==> src/rtl/vga_timing_decoder_if.sv <==
// Sync-side bundle of the VGA timing decoder: sampled sync inputs in, recovered timing and status out.
// dbg_state exposes the lock FSM (0 SEARCH, 1 ACQUIRE, 2 LOCKED).
interface vga_timing_decoder_if;
    logic       pix_ce;
    logic       hsync_in;
    logic       vsync_in;
    logic [9:0] hCount_rx;
    logic [9:0] vCount_rx;
    logic       bright_rx;
    logic       locked;
    logic       frame_pulse;
    logic       h_err;
    logic       v_err;
    logic [7:0] err_count;
    logic [1:0] dbg_state;

    modport master (
        output pix_ce, hsync_in, vsync_in,
        input  hCount_rx, vCount_rx, bright_rx, locked, frame_pulse,
        input  h_err, v_err, err_count, dbg_state
    );

    modport slave (
        input  pix_ce, hsync_in, vsync_in,
        output hCount_rx, vCount_rx, bright_rx, locked, frame_pulse,
        output h_err, v_err, err_count, dbg_state
    );
endinterface

==> src/rtl/vga_timing_decoder.sv <==
// Rebuilds VGA pixel/line counters from hSync/vSync alone, checks them against nominal
// timing, and tracks lock over consecutive clean frames.
module vga_timing_decoder #(
    parameter int H_TOTAL     = 800,
    parameter int H_SYNC      = 96,
    parameter int H_VIS_START = 144,
    parameter int H_VIS_END   = 783,
    parameter int V_TOTAL     = 525,
    parameter int V_SYNC      = 2,
    parameter int V_VIS_START = 35,
    parameter int V_VIS_END   = 514,
    parameter int LOCK_FRAMES = 2
) (
    input logic             clk,
    input logic             reset,
    vga_timing_decoder_if.slave bus
);
    localparam int GW = (LOCK_FRAMES < 2) ? 1 : $clog2(LOCK_FRAMES + 1);

    typedef enum logic [1:0] {SEARCH = 2'd0, ACQUIRE = 2'd1, LOCKED = 2'd2} state_t;

    state_t         state_q, state_d;
    logic [GW-1:0]  good_q, good_d;
    logic           hs_q, hs_d, vs_q, vs_d;
    logic [9:0]     hcnt_q, hcnt_d, vcnt_q, vcnt_d, vcnt_inc;
    logic           bright_q, bright_d;
    logic           fp_q, fp_d;
    logic           herr_q, verr_q;
    logic [7:0]     errc_q, errc_d;
    logic           h_fall, h_rise, v_fall, v_rise;
    logic           checking, h_viol, v_viol, any_err;

    always_comb begin
        h_fall   = bus.pix_ce & hs_q & ~bus.hsync_in;
        h_rise   = bus.pix_ce & ~hs_q & bus.hsync_in;
        v_fall   = bus.pix_ce & vs_q & ~bus.vsync_in;
        v_rise   = bus.pix_ce & ~vs_q & bus.vsync_in;
        vcnt_inc = (vcnt_q == 10'd1023) ? vcnt_q : vcnt_q + 10'd1;
        checking = (state_q != SEARCH);
        // The last term fires on the single step that takes hCount into saturation.
        h_viol   = checking &
                   ((h_fall && hcnt_q != 10'(H_TOTAL - 1)) ||
                    (h_rise && hcnt_q != 10'(H_SYNC - 1)) ||
                    (bus.pix_ce && !h_fall && hcnt_q == 10'd1022));
        // vSync rises on the h_fall that opens line V_SYNC, so compare the line being entered.
        v_viol   = checking &
                   ((v_fall && (!h_fall || vcnt_q != 10'(V_TOTAL - 1))) ||
                    (v_rise && (!h_fall || vcnt_inc != 10'(V_SYNC))));
        any_err  = h_viol | v_viol;
    end

    always_comb begin
        hs_d   = bus.pix_ce ? bus.hsync_in : hs_q;
        vs_d   = bus.pix_ce ? bus.vsync_in : vs_q;
        hcnt_d = hcnt_q;
        if (h_fall)
            hcnt_d = 10'd0;
        else if (bus.pix_ce && hcnt_q != 10'd1023)
            hcnt_d = hcnt_q + 10'd1;
        vcnt_d = vcnt_q;
        if (h_fall)
            vcnt_d = v_fall ? 10'd0 : vcnt_inc;
        bright_d = (state_d == LOCKED) &&
                   hcnt_d >= 10'(H_VIS_START) && hcnt_d <= 10'(H_VIS_END) &&
                   vcnt_d >= 10'(V_VIS_START) && vcnt_d <= 10'(V_VIS_END);
        errc_d = (any_err && errc_q != 8'd255) ? errc_q + 8'd1 : errc_q;
    end

    always_ff @(posedge clk) begin
        if (reset) begin
            state_q <= SEARCH;
            good_q  <= '0;
        end else begin
            state_q <= state_d;
            good_q  <= good_d;
        end
    end

    always_comb begin
        state_d = state_q;
        good_d  = good_q;
        case (state_q)
            SEARCH: begin
                if (v_fall && h_fall) begin
                    state_d = ACQUIRE;
                    good_d  = '0;
                end
            end
            ACQUIRE: begin
                if (any_err) begin
                    state_d = SEARCH;
                end else if (v_fall) begin
                    good_d = good_q + GW'(1);
                    if (good_d == GW'(LOCK_FRAMES))
                        state_d = LOCKED;
                end
            end
            LOCKED: begin
                if (any_err)
                    state_d = SEARCH;
            end
            default: state_d = SEARCH;
        endcase
    end

    always_comb begin
        fp_d            = (state_q == LOCKED) & v_fall & ~any_err;
        bus.locked      = (state_q == LOCKED);
        bus.dbg_state   = state_q;
        bus.hCount_rx   = hcnt_q;
        bus.vCount_rx   = vcnt_q;
        bus.bright_rx   = bright_q;
        bus.frame_pulse = fp_q;
        bus.h_err       = herr_q;
        bus.v_err       = verr_q;
        bus.err_count   = errc_q;
    end

    // Sync history resets high so a line already in progress cannot fake a falling edge.
    always_ff @(posedge clk) begin
        if (reset) begin
            hs_q     <= 1'b1;
            vs_q     <= 1'b1;
            hcnt_q   <= '0;
            vcnt_q   <= '0;
            bright_q <= 1'b0;
            fp_q     <= 1'b0;
            herr_q   <= 1'b0;
            verr_q   <= 1'b0;
            errc_q   <= '0;
        end else begin
            hs_q     <= hs_d;
            vs_q     <= vs_d;
            hcnt_q   <= hcnt_d;
            vcnt_q   <= vcnt_d;
            bright_q <= bright_d;
            fp_q     <= fp_d;
            herr_q   <= h_viol;
            verr_q   <= v_viol;
            errc_q   <= errc_d;
        end
    end
endmodule

==> src/flat_wrapper.sv <==
// flat-port wrapper written by rule: the top's interface ports become plain ports
module vga_timing_decoder_flat 
#(
    parameter int H_TOTAL     = 800,
    parameter int H_SYNC      = 96,
    parameter int H_VIS_START = 144,
    parameter int H_VIS_END   = 783,
    parameter int V_TOTAL     = 525,
    parameter int V_SYNC      = 2,
    parameter int V_VIS_START = 35,
    parameter int V_VIS_END   = 514,
    parameter int LOCK_FRAMES = 2
)
  (clk, reset, bus_pix_ce, bus_hsync_in, bus_vsync_in, bus_hCount_rx, bus_vCount_rx, bus_bright_rx, bus_locked, bus_frame_pulse, bus_h_err, bus_v_err, bus_err_count, bus_dbg_state);
  vga_timing_decoder_if bus_i ();
  input logic clk;
  input logic reset;
  input wire logic [$bits(bus_i.pix_ce)-1:0] bus_pix_ce;
  input wire logic [$bits(bus_i.hsync_in)-1:0] bus_hsync_in;
  input wire logic [$bits(bus_i.vsync_in)-1:0] bus_vsync_in;
  output wire logic [$bits(bus_i.hCount_rx)-1:0] bus_hCount_rx;
  output wire logic [$bits(bus_i.vCount_rx)-1:0] bus_vCount_rx;
  output wire logic [$bits(bus_i.bright_rx)-1:0] bus_bright_rx;
  output wire logic [$bits(bus_i.locked)-1:0] bus_locked;
  output wire logic [$bits(bus_i.frame_pulse)-1:0] bus_frame_pulse;
  output wire logic [$bits(bus_i.h_err)-1:0] bus_h_err;
  output wire logic [$bits(bus_i.v_err)-1:0] bus_v_err;
  output wire logic [$bits(bus_i.err_count)-1:0] bus_err_count;
  output wire logic [$bits(bus_i.dbg_state)-1:0] bus_dbg_state;
  assign bus_i.pix_ce = bus_pix_ce;
  assign bus_i.hsync_in = bus_hsync_in;
  assign bus_i.vsync_in = bus_vsync_in;
  assign bus_hCount_rx = bus_i.hCount_rx;
  assign bus_vCount_rx = bus_i.vCount_rx;
  assign bus_bright_rx = bus_i.bright_rx;
  assign bus_locked = bus_i.locked;
  assign bus_frame_pulse = bus_i.frame_pulse;
  assign bus_h_err = bus_i.h_err;
  assign bus_v_err = bus_i.v_err;
  assign bus_err_count = bus_i.err_count;
  assign bus_dbg_state = bus_i.dbg_state;
  vga_timing_decoder #(.H_TOTAL(H_TOTAL), .H_SYNC(H_SYNC), .H_VIS_START(H_VIS_START), .H_VIS_END(H_VIS_END), .V_TOTAL(V_TOTAL), .V_SYNC(V_SYNC), .V_VIS_START(V_VIS_START), .V_VIS_END(V_VIS_END), .LOCK_FRAMES(LOCK_FRAMES)) u_core (.clk(clk), .reset(reset), .bus(bus_i));
endmodule
==> config.mk <==
export PLATFORM = sky130hd
export DESIGN_NAME = vga_timing_decoder_flat
export DESIGN_NICKNAME = d
export VERILOG_FILES = /design/src/rtl/vga_timing_decoder_if.sv /design/src/rtl/vga_timing_decoder.sv /design/src/flat_wrapper.sv
export SDC_FILE = /design/constraint.sdc
export NUM_CORES = 1
export LEC_CHECK = 0
export CAP_MARGIN = 20
export CORE_MARGIN = 1
export CORE_UTILIZATION = 58
export DETAILED_ROUTE_END_ITERATION = 8
export PLACE_DENSITY = 0.85
export SLEW_MARGIN = 25
export SYNTH_ARGS = -nofsm -noshare
export SYNTH_HDL_FRONTEND = slang
export SYNTH_SLANG_ARGS = --single-unit
export TNS_END_PERCENT = 20
==> constraint.sdc <==
create_clock -name clk -period 5.47 [get_ports clk]
set_clock_uncertainty 0.1 [all_clocks]
set_input_delay 1.3675 -clock clk [delete_from_list [all_inputs] [get_ports clk]]
set_output_delay 1.3675 -clock clk [all_outputs]
set_load 0.05 [all_outputs]
==> results of run 1 <==
## final cells by class
class	instances	area [µm²]	area share, %
clock inverters	2	12.5	0.423
well taps	50	62.6	2.12
inverters	11	41.3	1.40
flip-flops and latches	38	761	25.7
repair buffers	41	405	13.7
clock buffers	6	82.6	2.79
multi-input cells	243	1590	53.8
## power by group through the flow
stage	clock [mW]	combinational (mW)	sequential [mW]
after detailed placement	0	0.0661	0.294
after global routing	0.222	0.0732	0.288
final	0.206	0.0672	0.287
after floorplan	0	0.0431	0.301
after CTS	0.208	0.0665	0.287
after global placement	0	0.0646	0.294
## final timing paths
| kind | from | endpoint | slack, ns | cells past startpoint |
|---|---|---|---|---|
| max | bus_pix_ce | u_core.bus.err_count[2] | 1.20 | 9 |
| min | u_core.bus.err_count[4] | u_core.bus.err_count[4] | 0.40 | 2 |
| max reg2reg | u_core.bus.vCount_rx[1] | u_core.bus.err_count[2] | 2.27 | 8 |
| min reg2reg | u_core.bus.err_count[4] | u_core.bus.err_count[4] | 0.40 | 2 |
## routing by layer
layer,global-route usage [%],vias up,share of wire [%]
li1,-,1238,-
met1,36.3,1201,44
met2,44.5,131,47
met3,5.76,15,6.5
met4,10.7,0,1.7
met5,0,-,0
## placed cells by master (no fill, tap or decap), types with 3 or more instances in the layout
master,Yosys,routed
and3_1,8,8
dfxtp_1,38,38
o21ai_0,14,14
nand2_1,21,21
nand4_1,12,12
xnor2_1,4,4
o21a_1,3,3
clkdlybuf4s50_1,0,39
o22ai_1,3,3
or4_1,4,4
a31o_2,6,6
nor2_1,30,30
nor3_1,11,11
nand3_1,15,15
nor2b_1,8,8
nor4_1,5,5
a31oi_1,8,8
o31ai_1,4,4
clkbuf_8,2,6
and2_1,3,3
a21oi_1,12,12
inv_1,11,11
a311oi_1,4,4
a211oi_1,8,8
nand3b_1,4,4
ha_1,6,6
xor2_1,3,3
a211o_1,3,3
## cells by family after synthesis
group                      after synthesis
and+or+nand+nor                        144
AOI/OAI and AO/OA                       82
DFF                                     38
buffers and inverters                   36
xor gates and xnor gates                 7
adders and majority gates                6
muxes                                    4
## through the flow
| stage | utilization [%] | instances | hold WS [ns] | setup WS (ns) |
|---|---|---|---|---|
| final | 71.3 | 391 | 0.397 | 1.20 |
| after global routing | 71.3 | 391 | 0.425 | 0.975 |
| after CTS | 71.3 | 391 | 0.399 | 1.23 |
| after detailed placement | 69.0 | 383 | 0.388 | 0.894 |
| after global placement | 69.0 | 383 | 0.377 | 1.13 |
| after floorplan | - | 317 | 0.356 | 2.01 |
## flip-flops by register name (all words and copies together) (netlist names)
name,count
u_core.vs_q,1
u_core.bus.vCount_rx,10
u_core.bus.v_err,1
u_core.bus.frame_pulse,1
u_core.bus.dbg_state,2
u_core.bus.bright_rx,1
u_core.bus.h_err,1
u_core.bus.hCount_rx,10
u_core.good_q,2
u_core.hs_q,1
u_core.bus.err_count,8
## worst register-to-register path, cell delays in order, from the launching register on
cell,delay (ns)
dfxtp_1,0.44
ha_1,0.44
nand4_1,0.30
or4_4,0.61
a2111oi_4,0.31
nand3_1,0.17
o211a_1,0.30
nand3_1,0.10
mux2_2,0.33
==> metrics.cfg, run 1 <==
[setup_path]
cp_slowest_cell=clkdlybuf4s50_1
crit_chain=clkdlybuf4s50_1 -> nand3b_1 -> buf_4 -> or4_2 -> o21ai_0 -> nand4_1 -> o211a_1 -> nand3_1 -> mux2_2
cp.arrival_ns=4.36
cpPeakStageDelay_ns=0.74
end_kind=flop
cp_max_fo=15
crit_required_ns=5.56
start_kind=input pin
worstSetupPathType=input pin to flop
critical_path_buf_inv_count=2
worst_path_dominant_cell_family=simple AND/OR/NAND/NOR gates

[logic_synthesis]
post-synth-top-count-cell=dfxtp_1
synth_top_family_by_area=simple AND/OR/NAND/NOR gates
syn_inst=317
synth_ff_type=dfxtp_1
synth.top_cell.area_share_pct=29.5
muxShareOfSynthArea_pct=1.65
ys_top_cells_by_area=dfxtp_1, nor2_1, nand2_1
synth-seq-area-share_pct=29.5
ys_ff_latch=38
async_reset_ff_share_pct=0
yosysUniqueCellTypes=66
syn-num-nets=328
synthAdderAreaFrac_pct=2.91
synth.avg_cell_area_um2=8.14
synth_area_mm2=0.00258
synthTopCellsByCount=dfxtp_1, nor2_1, nand2_1, nand3_1, o21ai_0
yosysTopAreaCell=dfxtp_1
synth-compound-area-share_pct=23.4
synth_enable_flop_cells=0
synth-xor-area-share_pct=2.38
yosys.area_share.simple_pct=31.3
synth_warnings=0

[worst_hold_path]
hp-class=flop to flop

[timing]
slew_headroom_pct=58.3
rsz0062_at_grt=false
worstMarginPinSlew_ns=0.619
period_minus_slack_ns=4.27
setup_viol=0
max_freq_mhz=234
finalHoldViolCount=0
fin_crit_sh_pct=78.0
setup_tns_ns=0
final_max_slew_viol_count=0

[power_and_ir_drop]
power.total_mw=0.560
p_comb_share_pct=12.0
max-vdd-ir-drop_v=0.000148
cellPowerDensity_mw_per_mm2=190
switching_share_pct=27.5
p_int_mw=0.406
p_seq_share_pct=51.3
p_switching_mw=0.154
total_leakage_power_nw=0.995
pwr-share-clk_pct=36.7

[layout]
finalNetCount=351
drive_gt1_share_pct=9.68
area_delta_synth_final_pct=14.5
antenna_cells=0
post-route-cell-area_mm2=0.00296
fillers=331

[placement]
place_area_mm2=0.00286
gp_congestion=0.897
hpwl_mm=4.29
portBuffers=39

[drt]
wl_mm=6.09
drc=0
wl_per_cell_um=15.6
drt_iter0_drc=317
dr_total_vias=2585
routed_via_density=6.61
dr.pass1.iters=5
final_antenna_net_count=0

[clock_network]
postCtsResizedCells=0
cts_setup_buffers=0
clock_sinks=38
h-tree-depth=2
ctsHoldBuffers=0
cts_buffers=5
tritoncts=done
cts.clk_slew.worst_paths_ns=0.08
cts-root-buf=clkbuf_8
ctsLongestPathBuffers=2
insertion_delay_ns=0.29

[global_route]
grt_max_degree=33
grt_overflow=0
grt_first_pass_wirelength_mm=9.83
antenna_found_initial=0
grt_pass1_vias=2173
grtUsageTotal_pct=27.7

[floorplanning]
initial_utilization_pct=62.3
fp.dieW_um=68.7
core_area_mm2=0.00414
die-area_mm2=0.00472
fp-row-count=23
die_y_um=68.7
ios=40

[outcome]
outcome=finished, final reports clean

[job]
cap_violations=0

(Power assumes the default switching activity.)
==> inputs of run 2 (changes only) <==
--- a/config.mk
+++ b/config.mk
@@ -7,9 +7,9 @@
 export LEC_CHECK = 0
 export CAP_MARGIN = 20
 export CORE_MARGIN = 1
-export CORE_UTILIZATION = 58
+export CORE_UTILIZATION = 49
 export DETAILED_ROUTE_END_ITERATION = 8
-export PLACE_DENSITY = 0.85
+export PLACE_DENSITY = 0.77
 export SLEW_MARGIN = 25
 export SYNTH_ARGS = -nofsm -noshare
 export SYNTH_HDL_FRONTEND = slang
==> constraint.sdc (replaced) <==
create_clock -name clk -period 3.6 [get_ports clk]
set_clock_uncertainty 0.1 [all_clocks]
set_input_delay 0.9 -clock clk [delete_from_list [all_inputs] [get_ports clk]]
set_output_delay 0.9 -clock clk [all_outputs]
set_load 0.05 [all_outputs]
==> metrics.cfg, run 2 (synthesis results as in run 1) <==
[clock_network]
cts_setup_buffers=0  ; unchanged
clock_sinks=38  ; unchanged
insertion_delay_ns=0.30  ; about the same
cts-root-buf=clkbuf_8
ctsLongestPathBuffers=2  ; unchanged
h-tree-depth=2  ; unchanged
postCtsResizedCells=0  ; unchanged
cts_buffers=5  ; unchanged
tritoncts=done
ctsHoldBuffers=0  ; unchanged
cts.clk_slew.worst_paths_ns=0.07  ; about the same

[drt]
wl_mm=6.54  ; +7.3%
routed_via_density=6.17  ; -6.7%
dr.pass1.iters=5  ; unchanged
wl_per_cell_um=15.7  ; +0.60%
final_antenna_net_count=0  ; unchanged
drc=0  ; unchanged
dr_total_vias=2572  ; -0.50%
drt_iter0_drc=285  ; -10%

[setup_path]
reg2regPathDepth=7  ; -1
crit_start=bus_hsync_in
worstSetupPathType=input pin to flop
end_kind=flop
r2r_setup_slack_ns=0.57  ; -1.70 ns
cp_max_fo=11  ; -4
start_kind=input pin
crit_required_ns=3.73  ; -1.83 ns
cp.arrival_ns=3.31  ; -1.05 ns
r2r-end=u_core.bus.err_count[2]
r2r_start=u_core.bus.vCount_rx[2]

[global_route]
grt_max_degree=25  ; -24%
busiest_layer=met2
gr-usage-met2_pct=39.3  ; -5.1 points
grtUsageTotal_pct=24.9  ; -2.8 points
gr-usage-met1_pct=34.1  ; -2.2 points
grtUsageMet3_pct=6.10  ; +0.34 points
grt_pass1_vias=2160  ; -0.60%
grt_overflow=0  ; unchanged
antenna_found_initial=0  ; unchanged
grt_first_pass_wirelength_mm=10.6  ; +7.4%

[layout]
final_cells=417  ; +6.6%
antenna_cells=0  ; unchanged
post-route-cell-area_mm2=0.00304  ; +2.8%
final_core_util_pct=59.9  ; -11 points
final_common_cell=clkdlybuf4s50_1
area_delta_synth_final_pct=17.7
final_cell_mix=clkdlybuf4s50_1, dfxtp_1, nor2_1
drive_gt1_share_pct=11.2  ; +1.6 points
finalNetCount=357  ; +1.7%

[placement]
hpwl_mm=4.77  ; +11%
portBuffers=39  ; unchanged
place_inst=409  ; +6.8%
gp_congestion=0.939  ; +4.6%
place_area_mm2=0.00293  ; +2.4%

[outcome]
outcome=finished, final reports clean

[floorplanning]
die_y_um=74.6  ; +8.5%
core_area_mm2=0.00507  ; +22%
fp.dieW_um=74.6  ; +8.5%
initial_utilization_pct=50.9  ; -11 points
ios=40  ; unchanged
die-area_mm2=0.00556  ; +18%
fp-row-count=26  ; +13%

[timing]
max_freq_mhz=314
setup_viol=0  ; unchanged
fin_crit_sh_pct=88.4
setup_tns_ns=0  ; unchanged
rsz0062_at_grt=false
final_max_slew_viol_count=0  ; unchanged
period_minus_slack_ns=3.18
slew_headroom_pct=62.0  ; +3.7 points
worstMarginPinSlew_ns=0.563  ; -0.0554 ns
finalHoldViolCount=0  ; unchanged

[worst_hold_path]
worstHoldStart=u_core.bus.err_count[4]
hp-class=flop to flop
hold-path-endpoint=u_core.bus.err_count[4]
hold_depth=2  ; unchanged

[power_and_ir_drop]
max-vdd-ir-drop_v=0.000188  ; +27%
total_leakage_power_nw=1.04  ; +4.1%
cellPowerDensity_mw_per_mm2=298  ; +57%

[job]
cap_violations=0  ; unchanged

==> run 2: cell count changes in the layout (fill, tap and decap cells not counted) <==
cell | previous run | this run
clkinvlp_4 | 1 | 0
bufinv_16 | 0 | 1
buf_4 | 2 | 8
clkbuf_8 | 6 | 5
clkinv_2 | 1 | 2
==> run 2: layout make-up <==
class                   instances  area, µm²
well taps                      70       87.6
multi-input cells             243       1590
flip-flops and latches         38        761
inverters                      11       41.3
clock inverters                 3       40.0
clock buffers                   5       68.8
fillers                       475       2040
repair buffers                 47        450
==> run 2: worst max-delay path by stage <==
stage                     depth (start not counted)                 endpoint
after floorplan                                   8  u_core.bus.err_count[2]
after global placement                            8  u_core.bus.err_count[2]
after detailed placement                          7  u_core.bus.err_count[4]
after CTS                                         7  u_core.bus.err_count[3]
after global routing                              8  u_core.bus.err_count[1]
final                                             7  u_core.bus.err_count[3]
==> run 2: power breakdown <==
group	switching (mW)	internal, mW	total, mW
combinational	0.0667	0.0405	0.107
sequential	0.0106	0.426	0.437
clock	0.158	0.204	0.362
total	0.235	0.670	0.906
==> run 2: per-layer routing <==
metal  share of wire, %  wire length (µm)
met4                1.4                89
met2                 46              3020
met1                 45              2930
met5                  0                 0
met3                7.6               499
==> run 2: per-stage QoR <==
stage               power, mW  hold WS, ns  worst slack, ns
finish                  0.906        0.412            0.419
floorplan               0.522        0.356            0.538
global placement        0.550        0.382            0.203
global route            0.940        0.448            0.273
CTS                     0.906        0.413            0.422
detailed placement      0.552        0.402            0.122
==> run 2: critical path, cell delays in order <==
cell             delay, ns
clkdlybuf4s50_1       0.52
and2b_2               0.26
or4_4                 0.56
nand4_1               0.16
o211ai_2              0.21
or4_1                 0.54
a21oi_1               0.15
==> inputs of run 3 (changes only) <==
--- a/config.mk
+++ b/config.mk
@@ -5,6 +5,7 @@
 export SDC_FILE = /design/constraint.sdc
 export NUM_CORES = 1
 export LEC_CHECK = 0
+export ABC_CLOCK_PERIOD_IN_PS = 3600
 export CAP_MARGIN = 20
 export CORE_MARGIN = 1
 export CORE_UTILIZATION = 49
==> results of run 3 <==
Final layout, timing and power as in run 2 (identical DEF).
